===== config.mk =====
export PLATFORM = sky130hd
export DESIGN_NAME = mem_seq
export DESIGN_NICKNAME = d
export VERILOG_FILES = /design/src/rtl/mem_seq.sv
export SDC_FILE = /design/constraint.sdc
export NUM_CORES = 1
export LEC_CHECK = 0
export CAP_MARGIN = 40
export CORE_UTILIZATION = 51
export CTS_BUF_LIST = sky130_fd_sc_hd__clkbuf_4 sky130_fd_sc_hd__clkbuf_8 sky130_fd_sc_hd__clkbuf_16
export DETAILED_ROUTE_END_ITERATION = 16
export PLACE_DENSITY_LB_ADDON = 0.25
export SYNTH_ARGS = -nofsm -noshare
export SYNTH_HDL_FRONTEND = slang
export SYNTH_SLANG_ARGS = --single-unit

===== constraint.sdc =====
create_clock -name i_clk -period 2.42 [get_ports i_clk]
set_input_delay 0.484 -clock i_clk [delete_from_list [all_inputs] [get_ports i_clk]]
set_output_delay 0.484 -clock i_clk [all_outputs]
set_load 0.005 [all_outputs]

===== src/rtl/mem_seq.sv =====
// rtl/mem_seq.sv - memory-cycle sequencer: MAR/MDR load, strobes, wait states, done pulse.
// Optional wait-state timeout and ERR state enabled by defining MEM_SEQ_TIMEOUT_EN.
module mem_seq #(
  parameter int unsigned WAIT_CYCLES = 2,
  parameter int unsigned TIMEOUT     = 64
) (
  input  logic i_clk,
  input  logic i_reset,
  input  logic i_req,
  input  logic i_we,
  input  logic i_mem_rdy,
  output logic o_busy,
  output logic o_done,
  output logic o_err,
  output logic o_mar_ld,
  output logic o_mdr_ld,
  output logic o_mdr_sel,
  output logic o_mem_rd,
  output logic o_mem_wr
);

  typedef enum logic [2:0] {
    S_IDLE,
    S_ADDR,
    S_RD_WAIT,
    S_RD_LATCH,
    S_WR_LOAD,
    S_WR_WAIT,
`ifdef MEM_SEQ_TIMEOUT_EN
    S_DONE,
    S_ERR
`else
    S_DONE
`endif
  } state_t;

  localparam logic [7:0] LP_WAIT = 8'(WAIT_CYCLES);

  state_t     r_state;
  state_t     w_next;
  logic       r_we;
  logic [7:0] r_wcnt;
  logic       w_wait_ok;
  logic       w_wait_entry;
  logic       w_in_wait;

  assign w_wait_ok    = (r_wcnt == 8'd0) && i_mem_rdy;
  assign w_in_wait    = (r_state == S_RD_WAIT) || (r_state == S_WR_WAIT);
  assign w_wait_entry = ((w_next == S_RD_WAIT) && (r_state != S_RD_WAIT)) ||
                        ((w_next == S_WR_WAIT) && (r_state != S_WR_WAIT));

`ifdef MEM_SEQ_TIMEOUT_EN
  localparam logic [7:0] LP_TLAST = 8'(TIMEOUT - 1);
  logic [7:0] r_tcnt;
  logic       r_err;
  logic       w_tmo;

  // tcnt counts strobe cycles already spent; the last allowed one is TIMEOUT-1.
  assign w_tmo = (r_tcnt == LP_TLAST);

  always_ff @(posedge i_clk) begin
    if (i_reset) begin
      r_tcnt <= 8'd0;
    end else if (w_wait_entry) begin
      r_tcnt <= 8'd0;
    end else if (w_in_wait && (r_tcnt != 8'hFF)) begin
      r_tcnt <= r_tcnt + 8'd1;
    end
  end

  always_ff @(posedge i_clk) begin
    if (i_reset) begin
      r_err <= 1'b0;
    end else if (w_next == S_ERR) begin
      r_err <= 1'b1;
    end else if (w_next == S_ADDR) begin
      r_err <= 1'b0;
    end
  end

  assign o_err = r_err;
`else
  logic w_unused_timeout;
  assign w_unused_timeout = (TIMEOUT != 0);
  assign o_err = 1'b0;
`endif

  always_ff @(posedge i_clk) begin
    if (i_reset) begin
      r_state <= S_IDLE;
    end else begin
      r_state <= w_next;
    end
  end

  always_comb begin
    w_next = r_state;
    case (r_state)
      S_IDLE:     if (i_req) w_next = S_ADDR;
      S_ADDR:     w_next = r_we ? S_WR_LOAD : S_RD_WAIT;
      S_RD_WAIT: begin
        if (w_wait_ok) w_next = S_RD_LATCH;
`ifdef MEM_SEQ_TIMEOUT_EN
        else if (w_tmo) w_next = S_ERR;
`endif
      end
      S_RD_LATCH: w_next = S_DONE;
      S_WR_LOAD:  w_next = S_WR_WAIT;
      S_WR_WAIT: begin
        if (w_wait_ok) w_next = S_DONE;
`ifdef MEM_SEQ_TIMEOUT_EN
        else if (w_tmo) w_next = S_ERR;
`endif
      end
      S_DONE:     w_next = S_IDLE;
`ifdef MEM_SEQ_TIMEOUT_EN
      S_ERR:      w_next = S_IDLE;
`endif
      default:    w_next = S_IDLE;
    endcase
  end

  always_ff @(posedge i_clk) begin
    if (i_reset) begin
      r_we <= 1'b0;
    end else if ((r_state == S_IDLE) && i_req) begin
      r_we <= i_we;
    end
  end

  always_ff @(posedge i_clk) begin
    if (i_reset) begin
      r_wcnt <= 8'd0;
    end else if (w_wait_entry) begin
      r_wcnt <= LP_WAIT;
    end else if (w_in_wait && (r_wcnt != 8'd0)) begin
      r_wcnt <= r_wcnt - 8'd1;
    end
  end

  // Outputs are registered from the next state so they line up with the state register.
  always_ff @(posedge i_clk) begin
    if (i_reset) begin
      o_busy    <= 1'b0;
      o_done    <= 1'b0;
      o_mar_ld  <= 1'b0;
      o_mdr_ld  <= 1'b0;
      o_mdr_sel <= 1'b0;
      o_mem_rd  <= 1'b0;
      o_mem_wr  <= 1'b0;
    end else begin
      o_busy    <= (w_next != S_IDLE);
`ifdef MEM_SEQ_TIMEOUT_EN
      o_done    <= (w_next == S_DONE) || (w_next == S_ERR);
`else
      o_done    <= (w_next == S_DONE);
`endif
      o_mar_ld  <= (w_next == S_ADDR);
      o_mdr_ld  <= (w_next == S_RD_LATCH) || (w_next == S_WR_LOAD);
      o_mdr_sel <= (w_next == S_WR_LOAD) || (w_next == S_WR_WAIT);
      o_mem_rd  <= (w_next == S_RD_WAIT) || (w_next == S_RD_LATCH);
      o_mem_wr  <= (w_next == S_WR_WAIT);
    end
  end

endmodule


# Yosys cells after proc, flatten, opt, wreduce, memory -nomap -nowiden
# Index checks and enable logic that the tools add are counted.
dict set report word_totals {
  register_bits 19
  word_cells 48
  inputBits 5
  out_inout_bits 8
}
dict set report classes {
  eq_ne 13
  muxes 7
  reduce_logical 16
  n_addsub 1
}
# operator count
set op_table {}
lappend op_table {{one-hot mux 3 bit (6 select lines)} 1}
lappend op_table {{equality test 3 bit (second input constant)} 5}
lappend op_table {{equality test 3 x 2 -> 1 bit (second input constant)} 4}
lappend op_table {{two-way mux 3 bit} 4}
lappend op_table {{zero test 8 bit} 1}
lappend op_table {{nonzero test 8 bit} 1}
lappend op_table {{subtractor 8 x 1 -> 8 bit (second input constant)} 1}
lappend op_table {{equality test 3 x 1 -> 1 bit (second input constant)} 2}
lappend op_table {{logical AND 1 bit} 5}
lappend op_table {{logical OR 1 bit} 5}
lappend op_table {{two-way mux 2 bit} 2}
lappend op_table {{zero test 3 bit} 1}
lappend op_table {{!= test 3 x 2 -> 1 bit (second input constant)} 1}
lappend op_table {{!= test 3 bit (second input constant)} 1}
lappend op_table {{nonzero test 3 bit} 1}
lappend op_table {{nonzero test 2 bit} 1}
lappend op_table {{OR reduction 2 bit} 1}

# Longest topological paths before layout
dict set report depth {
  ltp_word 8
  mapped_depth 6
  mapped_depth_nobuf 6
}

# Worst setup path after synthesis
# No wires, ideal clock.
dict set report synth_path {
  kind {register to register}
  startpoint {reg r_wcnt[0]}
  endpoint {reg r_wcnt[1]}
  path_stages_with_launch 7
  t_arrival_ps 1732
  synth_period_minus_slack_ps 1797
  required_ps 2355
  n_path_buf 0
  setup_time_ps 65
  path_slack_ps 623
  path_cell_list {dfxtp_1 inv_1 ha_1 nor3b_1 a22o_1 mux2_2 nor2_1}
}
dict set report synth_via {
  elab_chain_len 8
  word_cells_on_any_way 16
  cone_classes {1 x add/sub; 2 x eq/ne; 5 x mux; 8 x reduce/logical}
}
# element line
set synth_lines {}
lappend synth_lines {{start: declaration} 42} ;# logic [7:0] r_wcnt;
lappend synth_lines {{start signal: assignment} 137} ;# r_wcnt <= r_wcnt - 8'd1;
lappend synth_lines {{zero test 8 bit} 47} ;# assign w_wait_ok = (r_wcnt == 8'd0) && i_mem_rdy;
lappend synth_lines {{logical AND 1 bit} 47}
lappend synth_lines {{two-way mux 3 bit (on tied branches)} {110, 102}}
lappend synth_lines {{one-hot mux 3 bit (6 select lines)} 98} ;# case (r_state)
lappend synth_lines {{equality test 3 x 2 -> 1 bit / equality test 3 bit (equally long branches)} {49, 50}}
lappend synth_lines {{logical AND 1 bit (on tied branches)} {49, 50}}
lappend synth_lines {{logical OR 1 bit} 49} ;# assign w_wait_entry = ((w_next == S_RD_WAIT) && (r_state != S_RD_WAIT)) ||
lappend synth_lines {{two-way mux 2 bit / nonzero test 2 bit (equally long branches)} -}
# Several ways; a longest one is shown, not always the timed one. The select of a mux whose other input is x is not followed.
# A chain may end at the register's enable or synchronous reset.

# Worst setup path after layout
# Ends and elaborated chain as after synthesis.

==> run summary <==
The die covers 0.00196 sq mm. The average vias per placed instance was 6.00. The category of cells accounting for the largest share of critical-path delay is simple AND/OR/NAND/NOR gates.

For the standard cell area after detailed placement, the log shows 0.00102 sq mm. The first global-routing pass estimated 2.88 mm of wire. The number of global-route vias before repair came out at 665. The number of remaining DRC errors was 0; the depth of the worst register-to-register path was 6. From left edge to right edge, the die measures 44.2 um. The number of top-level pins was 13; the static leakage was 0.400 nW. Entering global routing, the biggest net connects 16 pins. The flow ran to the end, and the final reports show no timing, DRC or antenna violations.

During synthesis, Yosys emitted a total of 0 warnings. For this run, the leading register cell type out of synthesis is sky130_fd_sc_hd__dfxtp_1. In this run, synthesis produced a sequential element count of 19. The endpoint kind of the worst setup timing path is a register. When the netlist entered floorplanning its net count stood at 110. Global routing consumed, over all layers together, 20.4% of the routing resources. For this run the aggregate overflow at the end of global routing stands at 0. The source-to-sink clock delay at the later pin of the worst-skew pair came out at 0.29 ns. Before antenna repair, the detailed router went through 6 iterations. The share of synthesized area in the top cell type comes to 41.8%.

The finished cells cover 0.00105 sq mm. The count of nets left with antenna violations once routing finished came out at 0. The final layout contains 121 nets. The post-detailed-route wirelength per cell came out at 13.4 um. In this run the worst setup path begins at r_wcnt[0]. The run gives 14 as the violation count after the first detailed-routing iteration.

In this run, synthesis inferred 0 flip-flops with an integrated enable. The tools report the total number of vias as 774. After layout, the worst path uses 86.6% of the clock period. The critical path in this run is classified as register to register. Post-CTS repair changed the size of 0 cells. The top fanout value on the critical path is 9, and the number of antenna violations at the first check in global routing is 0.

The placement row count is 14, and the buffer levels on the longest clock path is 2. STA classifies the critical path startpoint as a register. The tools report the post-detailed-placement half-perimeter wirelength as 1.24 mm. In this run the clock root is driven by a sky130_fd_sc_hd__clkbuf_4.

Worst setup skew after layout: 0.00363 ns. By area the synthesized netlist is led by sky130_fd_sc_hd__dfxtp_1 (42%), sky130_fd_sc_hd__or3_1 (4.1%), sky130_fd_sc_hd__a21oi_1 (3.9%). TritonCTS built the clock tree. For this run, the top clock speed supported by timing is 477 MHz. The run gives 54.9% as the max-slew headroom at the worst pin.

The sum of negative setup slack was 0 ns. For this block, the routed nets add up to 1.74 mm of wire. Once the clock tree was built, the setup fixing pass inserted 0 buffers. Counting the buffers created by CTS gives 3. Traced cell by cell, the critical path runs through inv_1, ha_1, nor3b_1, a22o_1, mux2_2, nor2_1. The slew at the pin closest to its max-slew limit is 0.676 ns. From bottom edge to top edge, the die measures 44.2 um. The power density over cell area was 750 mW/mm^2; the final number of setup-violating endpoints was 0. The share of cells above drive strength 1 came out at 8.85%.

The finished layout holds 129 standard cells, fillers aside. The count of fill cells added during filler insertion came out at 132. The worst-case IR drop observed on VDD is 0.434 mV. The average instance in the mapped netlist occupies 8.83 sq um.

The final period demand of the worst path is 2.09 ns, and the final number of max-transition violations is 0. The run gives 103 as the number of standard cells after synthesis. Worst setup path endpoint: r_wcnt[1]. The final weighted congestion in routability-driven placement is 0.836. The endpoint identified for the worst register-to-register timing path is r_wcnt[1]. The highest cell delay on the worst timing path was 0.57 ns. The sum of buffers and inverters on the critical path is 1, and the data required time at the worst endpoint is 2.66 ns. The initial utilization of the core area, before any placement, comes to 57.7%. Max-cap violations in this run came to 0. The clock-pin slew reported for the worst setup and hold paths after clock tree synthesis was 0.10 ns; the hold buffer count at cts was 0. The tools report the number of distinct library cells after synthesis as 37.

The area growth from synthesis to final layout works out to 15.5%. Counting tap cells, the placed design contains a total of 125 instances. Input and output buffers added on the ports amount to 11. Data arrives at the worst endpoint at 2.33 ns. The area of the placeable core was 0.00158 sq mm; the diode insertion count for antenna repair was 0. The fraction of the yosys area taken by sequential cells was 41.8%; the reg2reg setup slack was 0.33 ns. The min-delay analysis places its worst path in the category register to register. Setup repair after global routing left no endpoint under its margin. The critical path crosses 6 cells after its start point. The run gives 910 sq um as the cell area after synthesis. The largest total area in the synthesized netlist belongs to sky130_fd_sc_hd__dfxtp_1.

CTS saw 19 sinks. Counting flops with an async set or reset pin after synthesis yields a share of 0%. The cell with the largest stage delay on the worst path is sky130_fd_sc_hd__nor3b_1. The count of endpoints failing hold in the final timing report was 0; the number of levels the H-tree was split into was 1. The tools report the worst reg2reg path startpoint as r_wcnt[0].
-- synth_stat cells (2+ instances only) --
library cell,number
sky130_fd_sc_hd__a21boi_0,2
sky130_fd_sc_hd__a21oi_1,7
sky130_fd_sc_hd__and3_1,2
sky130_fd_sc_hd__clkbuf_1,4
sky130_fd_sc_hd__dfxtp_1,19
sky130_fd_sc_hd__ha_1,2
sky130_fd_sc_hd__inv_1,6
sky130_fd_sc_hd__mux2_2,2
sky130_fd_sc_hd__nand2_1,4
sky130_fd_sc_hd__nand4_1,3
sky130_fd_sc_hd__nor2_1,5
sky130_fd_sc_hd__nor2b_1,4
sky130_fd_sc_hd__nor3_1,5
sky130_fd_sc_hd__nor3b_1,4
sky130_fd_sc_hd__o21ai_0,6
sky130_fd_sc_hd__or3_1,6
sky130_fd_sc_hd__xnor2_1,2
-- layer usage --
layer | vias to the layer above | share of wire (%) | track usage, %
met2 | 19 | 45 | 30.6
met1 | 363 | 48 | 27.6
met5 | - | 0 | 0
met3 | 2 | 5.4 | 6.53
met4 | 0 | 1.1 | 7.27
li1 | 390 | - | -
-- worst min-delay path by stage --
stage,startpoint,to,depth (start not counted)
3_5_place_dp,r_wcnt[7],r_wcnt[7],2
5_1_grt,r_wcnt[7],r_wcnt[7],2
4_1_cts,r_wcnt[7],r_wcnt[7],2
6_report,r_wcnt[7],r_wcnt[7],2
2_1_floorplan,r_wcnt[7],r_wcnt[7],2
3_3_place_gp,r_wcnt[7],r_wcnt[7],2
-- per-stage QoR --
stage | power (mW) | util, % | setup slack, ns | hold WS, ns
floorplan | 0.562 | - | 0.623 | 0.444
global placement | 0.615 | 64.8 | 0.442 | 0.464
detailed placement | 0.627 | 64.8 | 0.357 | 0.491
CTS | 0.794 | 66.7 | 0.319 | 0.501
global route | 0.842 | 66.7 | 0.210 | 0.525
finish | 0.788 | 66.7 | 0.325 | 0.502
-- cells in the final DEF (no fill, tap or decap), drive strengths merged, types with 2 or more instances in the layout --
| cell type | n |
|---|---|
| nand2 | 4 |
| xnor2 | 2 |
| mux2 | 2 |
| nor3b | 4 |
| a21oi | 7 |
| o21ai | 6 |
| clkbuf | 4 |
| nor2b | 4 |
| ha | 2 |
| nand4 | 3 |
| a21boi | 2 |
| or3 | 6 |
| nor2 | 5 |
| and3 | 2 |
| dfxtp | 19 |
| clkdlybuf4s50 | 11 |
| nor3 | 5 |
| inv | 6 |
-- worst min-delay path: cells and delay by family (launching register included) --
kind | cells | cell delay [ns]
and+or+nand+nor | 1 | 0.06
AOI/OAI and AO/OA | 1 | 0.07
DFF | 1 | 0.34
-- area by class of cell --
type                       count  area, sq um  area share [%]
inverter                       6         22.5            2.14
multi-input combinational     72          480            45.7
sequential                    19          380            36.2
tap                           16         20.0            1.90
clock buffer                   4         30.0            2.86
timing repair buffer          12          118            11.2
-- power by group --
group          internal, mW  switching (mW)
clock                0.0754          0.0902
combinational         0.116           0.119
sequential            0.347          0.0410
total                 0.538           0.250
-- logic make-up (layout without fill, tap and decap cells) --
group / after synthesis / in the layout / synth area share (%)
multiplexers: 2 / 2 / 2.48
other: 1 / 1 / 0.412
adder cells (fa/ha/maj): 2 / 2 / 2.75
flip-flops: 19 / 19 / 41.8
XOR/XNOR: 2 / 2 / 1.93
buffers and inverters: 12 / 22 / 5.36
AO/OA/AOI/OAI: 21 / 21 / 15.3
AND/OR/NAND/NOR: 44 / 44 / 30.0
-- flip-flops by register name, summed over array words and instances (netlist names) --
| register | flops |
|---|---|
| r_wcnt | 8 |
| r_state | 3 |
| o_busy | 1 |
| o_done | 1 |
| o_mar_ld | 1 |
| o_mdr_ld | 1 |
| o_mdr_sel | 1 |
| o_mem_rd | 1 |
| o_mem_wr | 1 |
| r_we | 1 |
(Power assumes the default switching activity.)
==> RTL edit, RTL diff (same flow settings) <==
Build with the macro `MEM_SEQ_TIMEOUT_EN` defined.
--- a/src/rtl/mem_seq.sv
+++ b/src/rtl/mem_seq.sv
@@ -1,5 +1,7 @@
 // rtl/mem_seq.sv - memory-cycle sequencer: MAR/MDR load, strobes, wait states, done pulse.
 // Optional wait-state timeout and ERR state enabled by defining MEM_SEQ_TIMEOUT_EN.
+`define MEM_SEQ_TIMEOUT_EN
+
 module mem_seq #(
   parameter int unsigned WAIT_CYCLES = 2,
   parameter int unsigned TIMEOUT     = 64
Check against the original RTL: same outputs for any inputs over 10 cycles, from zero or initial values and one cycle with i_reset high; that may be too few to reach the edited logic, so the function may still have changed.
==> RTL edit against the original RTL <==
Sequential cell count is 9 higher; first-iteration DRC count is 29% lower; area after synthesis is 48% higher; fmax is 3.6% higher; total power is 38% higher; synthesized cell count is 38% higher; routed wire length is 25% higher; final area is 45% higher; die area is 46% higher; worst setup slack better by 0.074 ns; via count is 29% higher; hold slack better by 0.039 ns; utilization is 4.9 points lower; critical endpoint is now r_tcnt[7]$_SDFFE_PP0P_.
==> RTL edit: results (changes against the original RTL) <==
[setup_path]
r2r-start = r_wcnt[2]$_SDFFE_PP0P_  ; was r_wcnt[0]$_SDFFE_PP0P_
crit_fanout = 15  ; was 9
crit-reg2reg-capture = r_tcnt[7]$_SDFFE_PP0P_  ; was r_wcnt[1]$_SDFFE_PP0P_
r2r_setup_slack_ns = 0.40  ; was 0.33 ns
worstPathArrival_ns = 2.23  ; was 2.33 ns
reg2regPathDepth = 6  ; unchanged

[placement]
place_inst = 182  ; was 125
dpl_worst_slack_ns = 0.198  ; was 0.357 ns
portBuffers = 12  ; was 11
dp_hpwl_um = 1650  ; was 1240 um
gp_congestion = 0.918  ; was 0.836

[cells_and_area]
fin_nets = 165  ; was 121
drive_gt1_frac = 0.173  ; was 0.0885
largest_registers = r_tcnt (8), r_wcnt (8), r_state (3)  ; was r_wcnt (8), r_state (3)
fillers = 225  ; was 132

[sta]
skew_ns = 0.00356  ; was 0.00363 ns
slew-limit-headroom = 0.669  ; was 0.549
fin_hold_ws_ns = 0.541  ; was 0.502 ns

[yosys]
synthTopCellsByCount = 28 x dfxtp_1, 17 x nor2_1, 10 x nor2_2  ; was 19 x dfxtp_1, 7 x a21oi_1, 6 x inv_1, 6 x o21ai_0, 6 x or3_1
syn_inst = 142  ; was 103
synth_cell_types = 39  ; was 37
async_reset_ff_frac = 0  ; unchanged
seq_area_frac_synth = 0.417  ; was 0.418
syn_nets = 150  ; was 110

[routing]
via_per_inst = 5.35  ; was 6.00
via_count = 996  ; was 774
first_iter_violations = 10  ; was 14
routed_wirelength_um = 2160  ; was 1740 um
drtPass1Iterations = 4  ; was 6

[global_routing]
grt_pass1_vias = 913  ; was 665
grt_usage = 0.177  ; was 0.204

[power_and_ir_drop]
ir_drop_mv = 0.550  ; was 0.434 mV

[min_path]
min_to = r_tcnt[1]$_SDFFE_PP0P_  ; was r_wcnt[7]$_SDFFE_PP0P_
worstHoldStart = r_tcnt[1]$_SDFFE_PP0P_  ; was r_wcnt[7]$_SDFFE_PP0P_

[clock_network]
clk-insertion-delay-late_ns = 0.32  ; was 0.29 ns
clk_pin_slew_worst_paths_ns = 0.14  ; was 0.10 ns

[outcome]
status = complete, no violations  ; unchanged

[floorplan]
start_util = 0.543  ; was 0.577

-- RTL edit: per-layer routing --
metal,GRT usage,routed length (um),part of all wire,vias up
li1,-,-,-,521
met1,0.202,1030,0.47,460
met2,0.304,1050,0.48,11
met3,0.0345,51,0.024,4
met4,0.0921,39,0.018,0
met5,0,0,0,-
-- RTL edit: logic make-up after synthesis --
kind of cell,count (synthesis),synth area share
AO/OA/AOI/OAI,25,0.169
flip-flops,28,0.417
adder cells (fa/ha/maj),3,0.0279
multiplexers,1,0.00744
XOR/XNOR,13,0.0847
AND/OR/NAND/NOR,63,0.261
buffers and inverters,9,0.0326
-- RTL edit: layout make-up --
type	instances	area [um^2]	area share
inverter	5	18.8	0.0123
tap	30	37.5	0.0245
sequential	28	561	0.367
clock buffer	4	36.3	0.0237
timing repair buffer	14	135	0.0884
multi-input combinational	105	741	0.484
-- RTL edit: report_power, final --
part,leakage [nW],switching (W),internal (W)
logic,0.277,0.000181,0.000149
registers,0.227,0.0000368,0.000502
clock network,0.0210,0.000128,0.0000921
-- RTL edit: worst max path at each step --
stage / slack [ns] / cells after the start / endpoint
3_3_place_gp: 0.24 / 7 / r_wcnt[3]$_SDFFE_PP0P_
4_1_cts: 0.37 / 6 / r_tcnt[7]$_SDFFE_PP0P_
5_1_grt: 0.25 / 6 / r_tcnt[7]$_SDFFE_PP0P_
6_report: 0.40 / 6 / r_tcnt[7]$_SDFFE_PP0P_
3_5_place_dp: 0.20 / 7 / r_wcnt[3]$_SDFFE_PP0P_
2_1_floorplan: 0.61 / 7 / r_tcnt[5]$_SDFFE_PP0P_
-- RTL edit: per-stage QoR --
stage | util | instance area, um^2
final | 0.617 | 1530
after CTS | 0.617 | 1530
after floorplan | - | 1350
after global placement | 0.603 | 1490
after detailed placement | 0.603 | 1490
after global routing | 0.617 | 1530
-- RTL edit: worst max-delay path, stage by stage (launching register included) --
cell and delay [ns]:
dfxtp_1 0.40, nor4_4 0.38, nand4_1 0.23, a21oi_2 0.27
a211oi_4 0.09, o21bai_4 0.44, nor2_1 0.10
